## config.mk

```make
export PLATFORM = sky130hd
export DESIGN_NAME = lcd_sequencer
export DESIGN_NICKNAME = d
export VERILOG_FILES = /design/src/rtl/lcd_sequencer.sv
export SDC_FILE = /design/constraint.sdc
export NUM_CORES = 1
export LEC_CHECK = 0
export BUFFER_PORTS_ARGS = -buffer_cell sky130_fd_sc_hd__buf_2
export CORE_AREA = 2 2 99 101
export CTS_CLUSTER_SIZE = 25
export DETAILED_ROUTE_END_ITERATION = 16
export DIE_AREA = 0 0 101 103
export GPL_TIMING_DRIVEN = 1
export PLACE_DENSITY = 0.73
export SYNTH_ARGS = -nofsm -noshare
export SYNTH_HDL_FRONTEND = slang
export SYNTH_SLANG_ARGS = --single-unit
```

## constraint.sdc

```tcl
create_clock -name clk -period 2.7 [get_ports clk]
set_input_delay 0.27 -clock clk [delete_from_list [all_inputs] [get_ports clk]]
set_output_delay 0.27 -clock clk [all_outputs]
set_load 0.005 [all_outputs]
```

## src/rtl/lcd_sequencer.sv

```systemverilog
// HD44780 write sequencer for a Nios II custom-instruction port: power-up wait,
// fixed init commands, then one timed LCD write per start pulse with a done strobe.
//
// state     | meaning
// PWR_WAIT  | post-reset settling delay before any LCD access
// INIT_LOAD | fetch the next init command from the ROM
// SETUP     | RS/data driven, E low, address setup time
// PULSE     | E high
// HOLD      | E low, RS/data held
// EXEC      | LCD busy executing the command (long wait for clear/home)
// DONE      | one-cycle completion strobe for a CPU write
// IDLE      | ready for the next CPU write
module lcd_sequencer #(
    parameter int SETUP_CYC     = 3,
    parameter int EN_CYC        = 25,
    parameter int HOLD_CYC      = 3,
    parameter int EXEC_CYC      = 2000,
    parameter int LONG_EXEC_CYC = 82000,
    parameter int POWERUP_CYC   = 750000,
    parameter int CNT_W         = 20
) (
    input  logic        clk,
    input  logic        reset_n,
    input  logic        start,
    input  logic [31:0] dataa,
    output logic        done,
    output logic [31:0] result,
    output logic        ready,
    output logic        lcd_en,
    output logic        lcd_rs,
    output logic        lcd_rw,
    output logic [7:0]  lcd_data
);

    typedef enum logic [2:0] {
        PWR_WAIT, INIT_LOAD, SETUP, PULSE, HOLD, EXEC, DONE, IDLE
    } state_t;

    // A zero-length phase behaves as a one-cycle phase.
    function automatic logic [CNT_W-1:0] load_val(input int cyc);
        return (cyc > 1) ? CNT_W'(cyc - 1) : '0;
    endfunction

    function automatic logic [7:0] init_rom(input logic [1:0] i);
        case (i)
            2'd0:    return 8'h38;
            2'd1:    return 8'h0C;
            2'd2:    return 8'h06;
            default: return 8'h01;
        endcase
    endfunction

    localparam logic [CNT_W-1:0] SETUP_LD = load_val(SETUP_CYC);
    localparam logic [CNT_W-1:0] EN_LD    = load_val(EN_CYC);
    localparam logic [CNT_W-1:0] HOLD_LD  = load_val(HOLD_CYC);
    localparam logic [CNT_W-1:0] EXEC_LD  = load_val(EXEC_CYC);
    localparam logic [CNT_W-1:0] LONG_LD  = load_val(LONG_EXEC_CYC);
    localparam logic [CNT_W-1:0] PWR_LD   = load_val(POWERUP_CYC);

    state_t           state;
    logic [CNT_W-1:0] timer;
    logic [1:0]       idx;
    logic             armed;
    logic             is_init;
    logic             pending;
    logic [9:0]       req_word;
    logic             cpu_busy;
    logic             long_cmd;
    logic [9:0]       next_req;
    logic             unused_dataa;

    assign unused_dataa = ^dataa[31:10];
    assign lcd_rw       = 1'b0;
    assign result       = {22'b0, req_word};
    assign cpu_busy     = !is_init && (state inside {SETUP, PULSE, HOLD, EXEC, DONE});
    // Clear (0x01) and return-home (0x02/0x03) need the long execution wait.
    assign long_cmd     = !lcd_rs && (lcd_data[7:2] == 6'd0);
    assign next_req     = pending ? req_word : dataa[9:0];

    always_ff @(posedge clk or negedge reset_n) begin
        if (!reset_n) begin
            state    <= PWR_WAIT;
            timer    <= '0;
            idx      <= 2'd0;
            armed    <= 1'b0;
            is_init  <= 1'b1;
            pending  <= 1'b0;
            req_word <= 10'd0;
            done     <= 1'b0;
            ready    <= 1'b0;
            lcd_en   <= 1'b0;
            lcd_rs   <= 1'b0;
            lcd_data <= 8'd0;
        end else begin
            done <= 1'b0;
            if (timer != '0)
                timer <= timer - CNT_W'(1);
            if (start && !pending && state != IDLE && !cpu_busy) begin
                pending  <= 1'b1;
                req_word <= dataa[9:0];
            end
            case (state)
                PWR_WAIT: begin
                    // Reset leaves the timer at zero, so the first cycle arms it.
                    if (!armed) begin
                        armed <= 1'b1;
                        if (PWR_LD == '0)
                            state <= INIT_LOAD;
                        else
                            timer <= PWR_LD - CNT_W'(1);
                    end else if (timer == '0) begin
                        state <= INIT_LOAD;
                    end
                end
                INIT_LOAD: begin
                    is_init  <= 1'b1;
                    lcd_rs   <= 1'b0;
                    lcd_data <= init_rom(idx);
                    timer    <= SETUP_LD;
                    state    <= SETUP;
                end
                SETUP: if (timer == '0) begin
                    lcd_en <= 1'b1;
                    timer  <= EN_LD;
                    state  <= PULSE;
                end
                PULSE: if (timer == '0) begin
                    lcd_en <= 1'b0;
                    timer  <= HOLD_LD;
                    state  <= HOLD;
                end
                HOLD: if (timer == '0) begin
                    timer <= long_cmd ? LONG_LD : EXEC_LD;
                    state <= EXEC;
                end
                EXEC: if (timer == '0) begin
                    if (is_init) begin
                        idx <= idx + 2'd1;
                        if (idx != 2'd3) begin
                            state <= INIT_LOAD;
                        end else if (pending || start) begin
                            // A request queued during init runs without showing ready.
                            pending  <= 1'b0;
                            is_init  <= 1'b0;
                            req_word <= next_req;
                            lcd_rs   <= next_req[9];
                            lcd_data <= next_req[7:0];
                            timer    <= SETUP_LD;
                            state    <= SETUP;
                        end else begin
                            ready <= 1'b1;
                            state <= IDLE;
                        end
                    end else begin
                        done  <= 1'b1;
                        state <= DONE;
                    end
                end
                DONE: begin
                    ready <= 1'b1;
                    state <= IDLE;
                end
                IDLE: if (start) begin
                    ready    <= 1'b0;
                    is_init  <= 1'b0;
                    req_word <= dataa[9:0];
                    lcd_rs   <= dataa[9];
                    lcd_data <= dataa[7:0];
                    timer    <= SETUP_LD;
                    state    <= SETUP;
                end
            endcase
        end
    end

endmodule

```

==> results of run 1 <==
==> layout by cell type, fill, tap and decap left out, types with 10 or more instances in the layout <==
cell,count
o21ai_0,18
nor3_1,13
conb_1,23
buf_2,34
or2_2,11
nand2_1,26
buf_4,28
dfrtp_1,49
a31oi_1,10
inv_1,12
nor2_1,20
a211o_1,14
a22oi_1,10
a21oi_1,16
==> sequential cells by signal (all words and copies together) (netlist names) <==
signal    count
pending       1
req_word     10
timer        20
is_init       1
lcd_en        1
lcd_rs        1
armed         1
idx           2
lcd_data      8
done          1
ready         1
state         3
==> cells by family (layout without fill, tap and decap cells) <==
group | after synthesis | in the layout | synth area share (%)
adder cells (fa/ha/maj) | 7 | 7 | 2.48
AND/OR/NAND/NOR | 131 | 131 | 19.9
multiplexers | 13 | 13 | 4.00
buffers and inverters | 63 | 83 | 9.91
flip-flops | 50 | 50 | 35.4
other | 1 | 23 | 0.106
AO/OA/AOI/OAI | 121 | 121 | 24.8
XOR/XNOR | 14 | 14 | 3.47
==> cells in the mapped netlist (all sizes together), types with 3 or more instances <==
cell    instances  area share, %
nor3           13            1.8
and3            6            1.1
o31ai           5            1.1
nand2b          6            1.1
dfrtp          49             35
or2            11            1.9
nand2          26            2.8
a22o            6            1.5
xnor2           5            1.2
a211o          14            3.5
nor2b           6            1.1
xor2            9            2.2
or4             6            1.3
nand4           4           0.71
a221o           5            1.4
clkbuf         22            2.3
a21oi          16            2.3
a31oi          10            1.8
a21o            3           0.64
inv            12            1.3
a221oi          3           0.74
mux2i           4            1.1
a31o            6            1.5
buf            29            6.3
ha              7            2.5
a22oi          10            2.1
mux2            9            2.9
nand3           7           0.99
and2            5           0.88
o211ai          9            1.9
nor2           20            2.1
nor4           10            1.8
or3             4           0.71
o21ai          19            2.7
==> layout make-up <==
| type | instances | area [um2] |
|---|---|---|
| Clock buffer | 5 | 68.8 |
| Clock inverter | 3 | 28.8 |
| Fill cell | 933 | 5510 |
| Inverter | 12 | 45.0 |
| Multi-Input combinational cell | 309 | 2020 |
| Sequential cell | 50 | 1250 |
| Tap cell | 114 | 143 |
| Timing Repair Buffer | 63 | 390 |
==> report_power, final <==
group	switching [mW]	total, mW	internal (mW)
clock	0.292	0.485	0.193
combinational	0.0373	0.0552	0.0180
sequential	0.00299	0.755	0.752
==> worst paths after layout <==
| kind | to | cells after the start | slack (ns) | start |
|---|---|---|---|---|
| worst max-delay path | timer[8] | 6 | 0.08 | timer[5] |
| worst min-delay path | req_word[7] | 2 | 0.17 | dataa[7] |
| worst max register to register | timer[8] | 6 | 0.08 | timer[5] |
| worst min register to register | lcd_data[1] | 1 | 0.51 | lcd_data[1] |
| max in group asynchronous | timer[9] | 3 | 1.49 | reset_n |
| min in group asynchronous | req_word[5] | 2 | 0.45 | reset_n |
==> layer usage <==
metal	wire length [um]	vias up	part of all wire, %	GRT usage [%]
li1	-	1526	-	-
met1	4110	1565	45	25.2
met2	4540	133	49	30.1
met3	501	11	5.4	2.78
met4	89	0	0.96	3.95
met5	0	-	0	0
==> timing repair <==
action                     CTS  global route
hold endpoints to repair    21             0
setup endpoints to repair    0             3
resized for setup            0             1
hold buffers                 1             0
buffers inserted             0             0
==> results.cfg, run 1 <==
[status]
status = finished, final reports clean

[synthesis]
ys_seq_area_share_pct = 35.4
async_flop_share_pct = 100
synth_area_per_cell_um2 = 8.84
synth_edf_count = 0
synth_cell_types = 60
synthFlopType = dfrtp_1
yosys_warnings = 0
synth_cells = 400
netlist_area_um2 = 3540
ys_seq_elements = 50

[floorplan]
pin_count = 80
die_y_um = 103
rows = 36
core_area_um2 = 9460
die_w_um = 101
initial_core_util_pct = 37.4
dieArea_um2 = 10400

[critical_path]
crit_path_max_incr_delay_ns = 0.60
crit_path_cell_trace = or4_1 > or3_1 > buf_4 > or4_1 > a21o_1 > a21oi_1
end_kind = flip-flop
critical_path_required_ns = 2.94
critPathKind = flip-flop to flip-flop
path_max_fanout = 14
path_buf_inv = 1
cp.arrival_ns = 2.86
cp_top_family = simple AND/OR/NAND/NOR gates
crit_path_frequent_cell = or4_1
worstSetupStartpointType = flip-flop
crit_slowest_cell = or4_1

[cts]
cts_tree = built
cts_inserted_buffers = 5
clkLatencyLatePin_ns = 0.32
clk_pin_slew_ns = 0.11
htreeDepth = 2
cts_sinks = 50
cts_max_path_buffers = 2
clockRootBuffer = clkbuf_8

[drt]
wl_per_cell_um = 16.6
firstDrtPassIters = 6
drt_iter0_drc = 350
wirelength_um = 9240
drc = 0
ant_nets = 0
viasPerCell = 5.82
via_count = 3235

[place]
gp_congestion = 0.926
place_area_um2 = 3840
hpwl_um = 6730
place_inst = 547
post-place-ws_ns = 0.125
numPortBuffers = 34

[global_routing]
grt_pass1_vias = 3044
track_usage_pct = 18.1
grt_remaining_overflow = 0
grt_max_degree = 31
grt_pass1_wl_um = 15300
antenna_found_initial = 0

[sta]
skew_ns = 0.00664
fin_tns_setup_ns = 0
slew_viol_final = 0
min_period_ns = 2.62
max-slew-margin-rel_pct = 39.9
fmax_mhz = 382
hold_viol = 0
setup_violations = 0
hold_slack_ns = 0.174
tightest_slew_ns = 0.895
timing.final.ws_setup_ns = 0.0791
min_period_over_period_pct = 97.1
rsz0062_at_grt = no

[power_and_ir_drop]
p_per_area_nw_per_um2 = 328
vdd_ir_drop_max_uv = 256
p_leak_nw = 1.84
power_mw = 1.30

[run]
cap_violations = 0

[finish]
fin_area_um2 = 3950
stdcell_count = 556
final_layout_size_suffix_gt1_share_pct = 22.6
final_util_pct = 41.8
area_delta_synth_final_pct = 11.7
nNetsFinal = 483
antennaDiodeCount = 0

[hold_path]
worst_hold_path_type = input port to flip-flop
Note: power is estimated with default switching activity, not from simulation.
==> run 2, diff against run 1 <==
Settings changed: PLACE_DENSITY 0.73 to 0.7.
Clock period 2.7 ns to 3.2 ns, I/O delays scaled along.
==> run 2 against run 1 <==
Die area did not move. Count of clock-buffer cells in the layout did not move. Fmax is 7.9% lower. Via count is 2.0% lower. Final cell count shrank 2.2%. Worst hold slack improved by 0.060 ns. Non-clock buffer count down 12. First-iteration DRC count decreased by 14%. Sequential share of layout area up 0.81 points. Worst setup slack improved by 0.28 ns. Wire length is 3.4% lower. Critical path type unchanged. Critical endpoint is now req_word[7]. Largest cell class unchanged.
==> results.cfg, run 2 (synthesis results as in run 1) <==
[status]
status = finished, final reports clean

[power_and_ir_drop]
p_per_area_nw_per_um2 = 282
clkPwrFrac_pct = 37.1
internal-power_uw = 811
switching_share_pct = 25.4
pwr-share-seq_pct = 58.8
vdd_ir_drop_max_uv = 140
comb_power_share_pct = 4.2
p_sw_uw = 275
p_leak_nw = 1.78

[critical_path]
path_max_fanout = 18
worstSetupStartpointType = flip-flop
end_kind = flip-flop
critical_path_required_ns = 3.41
critPathKind = flip-flop to flip-flop
cp.arrival_ns = 3.06

[sta]
slew_viol_final = 0
rsz0062_at_grt = no
min_period_ns = 2.84
min_period_over_period_pct = 88.9
hold_viol = 0
fmax_mhz = 352
max-slew-margin-rel_pct = 42.2
hold_slack_ns = 0.233
skew_ns = 0.0102
setup_violations = 0
tightest_slew_ns = 0.861
fin_tns_setup_ns = 0

[finish]
fill_cells = 967
nNetsFinal = 471
largest_register_ffs = 20
final_common_cell = dfrtp_1
top_regs = timer x20, req_word x10, lcd_data x8
most-common-layout-cells = dfrtp_1 (49), buf_2 (34), nand2_1 (26), conb_1 (23), nor2_1 (20)
regMostFlops = timer
antennaDiodeCount = 0
area_delta_synth_final_pct = 8.92
final_layout_size_suffix_gt1_share_pct = 20.2

[global_routing]
grt.busiest_layer = met2
antenna_found_initial = 0
use_met1_pct = 23.5
grt_max_degree = 34
grt_pass1_vias = 2986
use_met2_pct = 28.7
grt_pass1_wl_um = 14600
grt_remaining_overflow = 0
track_usage_pct = 17.3
met3_usage_pct = 3.53

[drt]
via_count = 3169
drc = 0
wl_per_cell_um = 16.4
drt_iter0_drc = 300
ant_nets = 0
viasPerCell = 5.83
firstDrtPassIters = 5
wirelength_um = 8930

[floorplan]
initial_core_util_pct = 37.4
pin_count = 80
rows = 36
die_y_um = 103
dieArea_um2 = 10400
die_w_um = 101
core_area_um2 = 9460

[cts]
htreeDepth = 2
cts_sinks = 50
cts_tree = built
clkLatencyLatePin_ns = 0.31
ctsResizeCount = 0
cts_inserted_buffers = 5
cts_setup_buffers = 0
clk_pin_slew_ns = 0.11
clockRootBuffer = clkbuf_8
cts_max_path_buffers = 2

[place]
numPortBuffers = 34
gp_congestion = 0.865
hpwl_um = 6370

[run]
cap_violations = 0

[hold_path]
worst_hold_path_type = input port to flip-flop
## run 2: changes by cell type in the layout (fill, tap and decap cells not counted), sizes merged
cell | previous run | this run
inv | 13 | 14
clkinv | 2 | 1
buf | 62 | 50
## run 2: worst paths after layout
path	slack, ns	cells past startpoint	from	endpoint
setup / recovery	0.36	5	timer[3]	req_word[7]
hold / removal	0.23	2	dataa[7]	req_word[7]
setup reg to reg	0.36	5	timer[3]	req_word[7]
hold reg to reg	0.52	1	lcd_data[0]	lcd_data[0]
max in group asynchronous	1.89	3	reset_n	is_init
min in group asynchronous	0.49	2	reset_n	req_word[7]
## run 2: worst max-delay path, cell delays in order, from the launching register on
cell     delay (ns)
dfrtp_1        0.46
or4_1          0.56
or3_1          0.40
or3_1          0.66
a211o_1        0.38
a211o_1        0.29
## run 2: power groups by stage
stage / Clock [mW] / Sequential (mW) / Combinational [mW]
6_report: 0.403 / 0.638 / 0.0453
5_1_grt: 0.436 / 0.639 / 0.0540
4_1_cts: 0.410 / 0.638 / 0.0457
3_5_place_dp: 0 / 0.651 / 0.0447
3_3_place_gp: 0 / 0.650 / 0.0442
2_1_floorplan: 0 / 0.649 / 0.0363
## run 2: final cells by class
cell class | instances | area (um2) | share of cell area [%]
sequential | 50 | 1250 | 32.5
inverter | 12 | 45.0 | 1.17
tap | 114 | 143 | 3.70
timing repair buffer | 51 | 300 | 7.80
multi-input combinational | 309 | 2020 | 52.3
clock buffer | 5 | 68.8 | 1.79
clock inverter | 3 | 26.3 | 0.682
## run 2: through the flow
| stage | instances | util, % | setup WS [ns] | area (um2) | power (mW) |
|---|---|---|---|---|---|
| after floorplan | 422 | - | 0.461 | 3620 | 0.686 |
| after global placement | 535 | 39.6 | 0.427 | 3750 | 0.695 |
| after detailed placement | 535 | 39.6 | 0.407 | 3750 | 0.695 |
| after CTS | 544 | 40.7 | 0.382 | 3850 | 1.09 |
| after global routing | 544 | 40.7 | 0.284 | 3850 | 1.13 |
| final | 544 | 40.7 | 0.356 | 3850 | 1.09 |
## run 2: what timing repair did
item / CTS / global route
hold buffers: 1 / 0
hold endpoints to repair: 22 / 0
endpoints found under the setup margin: 0 / 0
## run 2: metal layers
metal  vias up  wire, um
met5         -         0
met4         0       105
met3        18       537
met2       118      4290
met1      1534      3990
li1       1499         -
==> run 3, diff against run 2 <==
Settings changed: MAX_ROUTING_LAYER set to met4, TNS_END_PERCENT set to 10.
==> run 3 against run 2 <==
Sequential share of layout area rose by 0.13 points. Fmax up 0.56%. Largest power group unchanged. Final cell count shrank 0.37%. Clock skew down 0.0039 ns. Critical endpoint unchanged. Sequential power about the same.
==> results.cfg, run 3 (synthesis results as in run 1) <==
[cts]
hold_buffers = 0
clockRootBuffer = clkbuf_8
clkLatencyLatePin_ns = 0.31
clk_pin_slew_ns = 0.11
htreeDepth = 2
ctsResizeCount = 0
cts_setup_buffers = 0
cts_tree = built
cts_inserted_buffers = 5
cts_max_path_buffers = 2
cts_sinks = 50

[critical_path]
critical_path_required_ns = 3.41
rr_startpoint = timer[3]
crit_path_cell_trace = or4_1 > or3_1 > or3_1 > a211o_1 > a211o_1
path_buf_inv = 0
end_kind = flip-flop
r2r_slack_ns = 0.37
r2r_cells = 5
crit_path_max_incr_delay_ns = 0.64
timing.rr.end = req_word[7]
critPathKind = flip-flop to flip-flop
crit_slowest_cell = or3_1
cp.arrival_ns = 3.04
cp_top_family = simple AND/OR/NAND/NOR gates
worstSetupStartpointType = flip-flop
path_max_fanout = 18

[place]
post-place-ws_ns = 0.408
gp_congestion = 0.916
numPortBuffers = 34
place_inst = 534
hpwl_um = 6350
place_area_um2 = 3740

[finish]
stdcell_count = 542
nNetsFinal = 469
regMostFlops = timer
top_regs = timer x20, req_word x10, lcd_data x8
most-common-layout-cells = dfrtp_1 (49), buf_2 (34), nand2_1 (26), conb_1 (23), nor2_1 (20)
antennaDiodeCount = 0
final_util_pct = 40.6
area_delta_synth_final_pct = 8.49
final_layout_size_suffix_gt1_share_pct = 20.1
largest_register_ffs = 20
fill_cells = 948
fin_area_um2 = 3840
final_common_cell = dfrtp_1

[run]
cap_violations = 0

[drt]
viasPerCell = 5.86
drt_iter0_drc = 384
wirelength_um = 8810
wl_per_cell_um = 16.2
drc = 0
ant_nets = 0
via_count = 3174
firstDrtPassIters = 5

[sta]
tightest_slew_ns = 0.896
hold_slack_ns = 0.0899
timing.final.ws_setup_ns = 0.371
max-slew-margin-rel_pct = 39.8
min_period_ns = 2.83
skew_ns = 0.00628
setup_violations = 0
fmax_mhz = 354
slew_viol_final = 0
fin_tns_setup_ns = 0
min_period_over_period_pct = 88.4
hold_viol = 0
rsz0062_at_grt = no

[floorplan]
initial_core_util_pct = 37.4
pin_count = 80
die_y_um = 103
rows = 36
core_area_um2 = 9460
dieArea_um2 = 10400
die_w_um = 101

[power_and_ir_drop]
power_mw = 1.09
vdd_ir_drop_max_uv = 192
p_leak_nw = 1.77
p_per_area_nw_per_um2 = 284

[global_routing]
grt_max_degree = 37
track_usage_pct = 17.8
grt_remaining_overflow = 0
antenna_found_initial = 0
grt_pass1_wl_um = 14600
grt_pass1_vias = 2950

[hold_path]
worst_hold_path_type = input port to async pin

[status]
status = finished, final reports clean
==> run 3: worst reg2reg max path, delay by kind of cell, from the launching register on <==
family          cells  cell delay [ns]
simple gates        3             1.60
flops               1             0.45
compound gates      2             0.67
==> run 3: cell type report <==
type                    instances  area (um2)  area share, %
clock buffers                   5        68.8           1.79
multi-input cells             309        2020           52.5
repair buffers                 49         283           7.37
inverters                      12        45.0           1.17
well taps                     114         143           3.72
clock inverters                 3        28.8          0.750
flip-flops and latches         50        1250           32.6
==> run 3: worst max-delay path by stage <==
stage,start,to,slack (ns),depth (start not counted)
2_1_floorplan,timer[3],req_word[5],0.46,9
3_3_place_gp,timer[3],req_word[7],0.43,5
3_5_place_dp,timer[3],req_word[7],0.41,5
4_1_cts,timer[3],req_word[7],0.39,5
5_1_grt,timer[3],req_word[7],0.28,5
6_report,timer[3],req_word[7],0.37,5
==> run 3: report_power, final <==
part / internal (mW) / total [mW] / switching (mW)
logic: 0.0136 / 0.0445 / 0.0309
clock network: 0.164 / 0.408 / 0.244
registers: 0.635 / 0.638 / 0.00380
total: 0.812 / 1.09 / 0.278
==> run 3: layer usage <==
layer | wire, um | vias to the layer above | global-route usage (%)
li1 | - | 1503 | -
met1 | 3890 | 1534 | 24.7
met2 | 4270 | 127 | 28.5
met3 | 587 | 10 | 2.58
met4 | 64 | 0 | 2.70
met5 | 0 | - | -
